### src/rtl/vdp_sprite_y_scan_db.sv
// Double-buffered sprite Y-test scan: walks the attribute table each line.
// Optional VDP_SPRITE_NOLIMIT_EN adds reg_sp_nolimit (mode2 limit in all modes).
module vdp_sprite_y_scan_db #(
  parameter int SP_NUM = 32,
  parameter int SP_LINE_MAX = 8,
  parameter int SP_LINE_MAX_M1 = 4,
  parameter logic [8:0] SCAN_START = 9'd0,
  localparam int RW = $clog2(SP_LINE_MAX),
  localparam int CW = $clog2(SP_LINE_MAX + 1)
) (
  input  logic          clk21m,
  input  logic          reset,
  input  logic [1:0]    dot_state,
  input  logic [2:0]    eight_dot_state,
  input  logic          sp_y_test_state,
  input  logic [8:0]    dot_counter_x,
  input  logic [8:0]    current_y,
  input  logic          vdp_s0_reset_timing,
  output logic          vdp_s0_sp_overmapped,
  output logic [4:0]    vdp_s0_sp_overmapped_num,
  input  logic          reg_r1_sp_size,
  input  logic          reg_r1_sp_zoom,
  input  logic          sp_mode2,
`ifdef VDP_SPRITE_NOLIMIT_EN
  input  logic          reg_sp_nolimit,
`endif
  input  logic [9:0]    attribute_table_address,
  input  logic [RW-1:0] current_render_sp,
  output logic [4:0]    render_sp,
  output logic [CW-1:0] render_sp_num,
  input  logic [7:0]    vram_q,
  output logic [16:0]   vram_a
);

  typedef enum logic {IDLE, SCAN} state_t;

  state_t state, state_n;

  logic [4:0]    bank [2][SP_LINE_MAX];
  logic          wr_bank;
  logic [CW-1:0] wr_cnt;
  logic [4:0]    idx;

  logic          line_start;
  logic [7:0]    diff;
  logic [5:0]    h;
  logic          visible;
  logic          term;
  logic [CW-1:0] limit;
  logic          full;
  logic          last;
  logic          fetch;
  logic          eval;
  logic          store;
  logic          ovr;
  logic          set_ovr;
  logic          track;
  logic          stop;
  logic          unused_ok;

  assign unused_ok = ^{eight_dot_state, current_y[8]};

  assign line_start = (dot_counter_x == SCAN_START) && (dot_state == 2'b00);
  assign diff = current_y[7:0] - vram_q;
  assign h = 6'd8 << ({1'b0, reg_r1_sp_size} + {1'b0, reg_r1_sp_zoom});
  assign visible = diff < {2'b00, h};
  assign term = sp_mode2 ? (vram_q == 8'd216) : (vram_q == 8'd208);

`ifdef VDP_SPRITE_NOLIMIT_EN
  assign limit = (sp_mode2 || reg_sp_nolimit) ?
                 CW'(SP_LINE_MAX) : CW'(SP_LINE_MAX_M1);
`else
  assign limit = sp_mode2 ? CW'(SP_LINE_MAX) : CW'(SP_LINE_MAX_M1);
`endif

  assign full = wr_cnt >= limit;
  assign last = idx == 5'(SP_NUM - 1);

  always_ff @(posedge clk21m or posedge reset) begin
    if (reset) state <= IDLE;
    else       state <= state_n;
  end

  always_comb begin
    state_n = state;
    unique case (state)
      IDLE: begin
        if (line_start && sp_y_test_state) state_n = SCAN;
      end
      SCAN: begin
        if (line_start)
          state_n = sp_y_test_state ? SCAN : IDLE;
        else if (!sp_y_test_state || stop)
          state_n = IDLE;
      end
      default: state_n = IDLE;
    endcase
  end

  always_comb begin
    fetch = 1'b0;
    eval = 1'b0;
    if (line_start)
      fetch = sp_y_test_state;
    else if (state == SCAN && sp_y_test_state) begin
      fetch = dot_state == 2'b00;
      eval = dot_state == 2'b10;
    end
    store = eval && !term && visible && !full;
    ovr = eval && !term && visible && full;
    set_ovr = ovr && !vdp_s0_sp_overmapped;
    track = eval && !ovr && !vdp_s0_sp_overmapped;
`ifdef VDP_SPRITE_NOLIMIT_EN
    // Overmap only flags; scanning runs on to the last entry.
    stop = eval && (term || last);
`else
    stop = eval && (term || ovr || last);
`endif
  end

  always_ff @(posedge clk21m or posedge reset) begin
    if (reset) begin
      for (int b = 0; b < 2; b++)
        for (int s = 0; s < SP_LINE_MAX; s++)
          bank[b][s] <= 5'd0;
      wr_bank <= 1'b0;
      wr_cnt <= '0;
      render_sp_num <= '0;
      idx <= 5'd0;
      vram_a <= 17'd0;
    end else begin
      if (line_start) begin
        wr_bank <= ~wr_bank;
        render_sp_num <= wr_cnt;
        wr_cnt <= '0;
        idx <= 5'd0;
      end else if (eval) begin
        idx <= idx + 5'd1;
      end
      if (store) begin
        bank[wr_bank][wr_cnt[RW-1:0]] <= idx;
        wr_cnt <= wr_cnt + CW'(1);
      end
      if (fetch)
        vram_a <= {attribute_table_address,
                   line_start ? 5'd0 : idx, 2'b00};
    end
  end

  // An overmap set beats a coincident S#0 read strobe.
  always_ff @(posedge clk21m or posedge reset) begin
    if (reset) begin
      vdp_s0_sp_overmapped <= 1'b0;
      vdp_s0_sp_overmapped_num <= 5'd0;
    end else if (set_ovr) begin
      vdp_s0_sp_overmapped <= 1'b1;
      vdp_s0_sp_overmapped_num <= idx;
    end else if (vdp_s0_reset_timing) begin
      vdp_s0_sp_overmapped <= 1'b0;
      vdp_s0_sp_overmapped_num <= 5'd0;
    end else if (track) begin
      vdp_s0_sp_overmapped_num <= idx;
    end
  end

  assign render_sp = bank[~wr_bank][current_render_sp];

endmodule

### config.mk
export PLATFORM = sky130hd
export DESIGN_NAME = vdp_sprite_y_scan_db
export DESIGN_NICKNAME = d
export VERILOG_FILES = /design/src/rtl/vdp_sprite_y_scan_db.sv
export SDC_FILE = /design/constraint.sdc
export NUM_CORES = 1
export LEC_CHECK = 0
export ABC_AREA = 1
export CELL_PAD_IN_SITES_DETAIL_PLACEMENT = 0
export CELL_PAD_IN_SITES_GLOBAL_PLACEMENT = 1
export CORE_UTILIZATION = 37
export DETAILED_ROUTE_END_ITERATION = 12
export PLACE_DENSITY = 0.88
export SLEW_MARGIN = 20
export SYNTH_ARGS = -nofsm -noshare
export SYNTH_HDL_FRONTEND = slang
export SYNTH_SLANG_ARGS = --single-unit
export TNS_END_PERCENT = 100
### constraint.sdc
create_clock -name clk21m -period 4.15 [get_ports clk21m]
set_input_delay 1.0375 -clock clk21m [delete_from_list [all_inputs] [get_ports clk21m]]
set_output_delay 1.0375 -clock clk21m [all_outputs]
set_load 0.1 [all_outputs]
==> summary.txt <==
status: finished clean
Pleak: 4.16 nW
first-pass GRT wire length: 28.1 mm
Max stage delay cell, worst path: clkdlybuf4s50_1
Congestion Overflow GR: 0
# IOs: 83
synthesized flop and latch total: 116
Max Cap Violations: 0
critical-path cell list: clkdlybuf4s50_1 > inv_1 > ha_1 > a21oi_1 > nand2_2 > a31oi_1 > xnor2_1 > ha_1 > a21o_1 > nor2_1 > nand2_1 > nand3b_4 > nor2_4 > buf_4 > nand4_1 > nand2_1 > nand2_1
post-synth top area share: 45.9%
Area Growth Syn to Fin: 28.3%
maximum VDD drop: 0.291 mV
root buffer cell: clkbuf_16
ANT cells: 0
delay of the slowest critical-path stage: 0.45 ns
die area: 0.0176 sq mm
H-Tree Depth: 4
clk slew on worst S/H paths: 0.05 ns
total number of yosys warnings: 0
initial antenna violation count: 0
layout cells sized above 1: 10.8%
setup violators final: 0
fill cell count: 1546
DRT Wirelength: 16.6 mm
Netlist Area Pre-Place: 0.00632 sq mm
CP max FO: 6
routed len/inst: 15.2 microns
vias in the first global route: 5506
leading area contributor after synthesis: dfrtp_1
Worst setup SP type: primary input
CTS resizes: 0
Synth Instances: 774
initial detailed-routing violation count: 424
Area contributors post-synth: dfrtp_1, nand2_1, nand3_1
unique cell type count in the Yosys netlist: 41
DRC: 0
power density cells: 389 mW/mm^2
Crit Path Category: primary input to flip-flop
Fin. Hold Viols: 0
commonest non-fill, non-tap cells in the layout: nand2_1, dfrtp_1, nand3_1
via count: 5560
Tcrit/Tclk final: 93.4%
GRT Overall Usage: 20.2%
Final Util: 48.7%
syn avg cell area: 8.16 sq um
fin area: 0.00811 sq mm
Final Max Tran Viols: 0
First-pass DRT Iterations: 5
die width: 133 microns
Layout Nets: 922
Post-CTS Repair Setup Buffers: 0
core area: 0.0166 sq mm
Num CTS Buffers: 17
CP delay by family, top: simple AND/OR/NAND/NOR gates
CP most frequent cell: nand2_1
RD Place Congestion: 0.773
Row Count: 47
die height: 133 microns
Slew @ Worst Pin: 1.02 ns
clock period minus worst slack: 3.88 ns
hold buffer count at CTS: 0
Initial Util: 38.0%
TritonCTS clock tree: built
post-synthesis sequential area ratio: 45.9%
kind of end point of the critical path: flip-flop
number of I/O port buffers: 76
Post-DP HPWL: 10.7 mm
Routed Antenna Nets: 0
RSZ-0062 raised after global routing: false
clock buffer depth: 2
CP Data Arrival Time: 4.18 ns
Hold WC Path Type: flip-flop to flip-flop
fmax: 258 MHz
Sink Count: 116
Worst Path Required: 4.45 ns
clock latency on the worst-skew pair: 0.42 ns
relative slew slack: 31.5%
CP bufs+invs: 3
Area after DPL: 0.00743 sq mm
most common library cell in the layout ignoring fill and taps: nand2_1
largest net degree at the start of global routing: 59
Vias per Instance: 5.11
Clock Skews: 0.00594 ns
==> cell type report <==
class	count	area [sq um]	area share, %
clock inverters	8	168	2.07
repair buffers	111	1110	13.7
clock buffers	24	512	6.31
flip-flops and latches	116	2900	35.8
inverters	48	183	2.25
well taps	220	275	3.40
multi-input cells	561	2950	36.4
==> sequential cells by signal, indices dropped and copies added (netlist names) <==
register                  cells
bank                         80
idx                           5
render_sp_num                 4
state                         1
vdp_s0_sp_overmapped          1
vdp_s0_sp_overmapped_num      5
vram_a                       15
wr_bank                       1
wr_cnt                        4
==> report_power, final <==
group / switching, mW / internal (mW)
registers: 0.0133 / 1.14
logic: 0.209 / 0.120
clock network: 0.515 / 1.16
total: 0.737 / 2.42
==> worst reg2reg max path, delay by kind of cell, from the launching register on <==
family | cells | cell delay, ns
flip-flops | 1 | 0.44
AND/OR/NAND/NOR | 4 | 0.45
adder cells (fa/ha/maj) | 1 | 0.20
buffers and inverters | 3 | 0.73
AO/OA/AOI/OAI | 2 | 0.28
==> worst paths after layout <==
path | startpoint | endpoint | slack (ns) | cells past startpoint
setup / recovery | vram_q[2] | bank[59]$_DFFE_PP0P_ | 0.27 | 17
hold / removal | bank[30]$_DFFE_PP0P_ | bank[30]$_DFFE_PP0P_ | 0.47 | 2
setup reg to reg | wr_cnt[2]$_DFFE_PP0P_ | bank[44]$_DFFE_PP0P_ | 2.01 | 10
hold reg to reg | bank[30]$_DFFE_PP0P_ | bank[30]$_DFFE_PP0P_ | 0.47 | 2
max in group asynchronous | reset | vram_a[4]$_DFFE_PP0P_ | 2.20 | 3
min in group asynchronous | reset | bank[69]$_DFFE_PP0P_ | 1.10 | 2
==> kinds of logic (layout without fill, tap and decap cells) <==
logic type / after synthesis / in the layout / share of synthesized area [%]
xor+xnor: 6 / 6 / 0.832
compound gates: 75 / 75 / 7.76
fa+ha+maj: 16 / 16 / 3.17
flops: 116 / 116 / 45.9
buf+inv: 98 / 191 / 7.51
mux: 14 / 14 / 2.22
other cells: 1 / 2 / 0.0594
simple gates: 448 / 448 / 32.5
==> Yosys cell counts <==
library cell  instances
a21o_1                1
a21oi_1               3
a21oi_2               1
a31oi_1               3
a31oi_2               1
buf_1                 1
buf_12                1
buf_2                 3
buf_4                 4
buf_6                 8
buf_8                 1
clkbuf_1             32
clkinv_1              3
conb_1                1
dfrtp_1             116
ha_1                 16
inv_1                44
inv_2                 1
mux2i_1              14
nand2_1             257
nand2_2               2
nand2_4               1
nand3_1             108
nand3_2               1
nand3b_4              1
nand4_1               7
nand4_2               2
nand4_4               7
nor2_1               45
nor2_4                3
nor3_1               11
nor4_1                2
o211ai_1              6
o21ai_0              36
o21bai_1              2
o221ai_1             14
o22ai_1               2
o32ai_1               6
or2_2                 1
xnor2_1               4
xor2_1                2
==> stage by stage <==
step                power, mW  setup slack [ns]  setup TNS (ns)  std cells  hold slack [ns]
finish                   3.16             0.274               0       1088            0.471
global route             3.25            0.0411               0       1088            0.486
CTS                      3.17             0.300               0       1088            0.475
detailed placement       1.50            -0.128           -2.96       1056            0.460
global placement         1.50            -0.139           -2.37       1056            0.457
floorplan                1.38            0.0401               0        775            0.444
==> per-layer routing <==
layer / track usage (%) / wire [microns] / up-vias
met5: 0 / 0 / -
met3: 3.98 / 751 / 27
met1: 26.7 / 7530 / 2659
met4: 6.83 / 294 / 0
met2: 33.0 / 8010 / 150
li1: - / - / 2724
(Power assumes the default switching activity.)
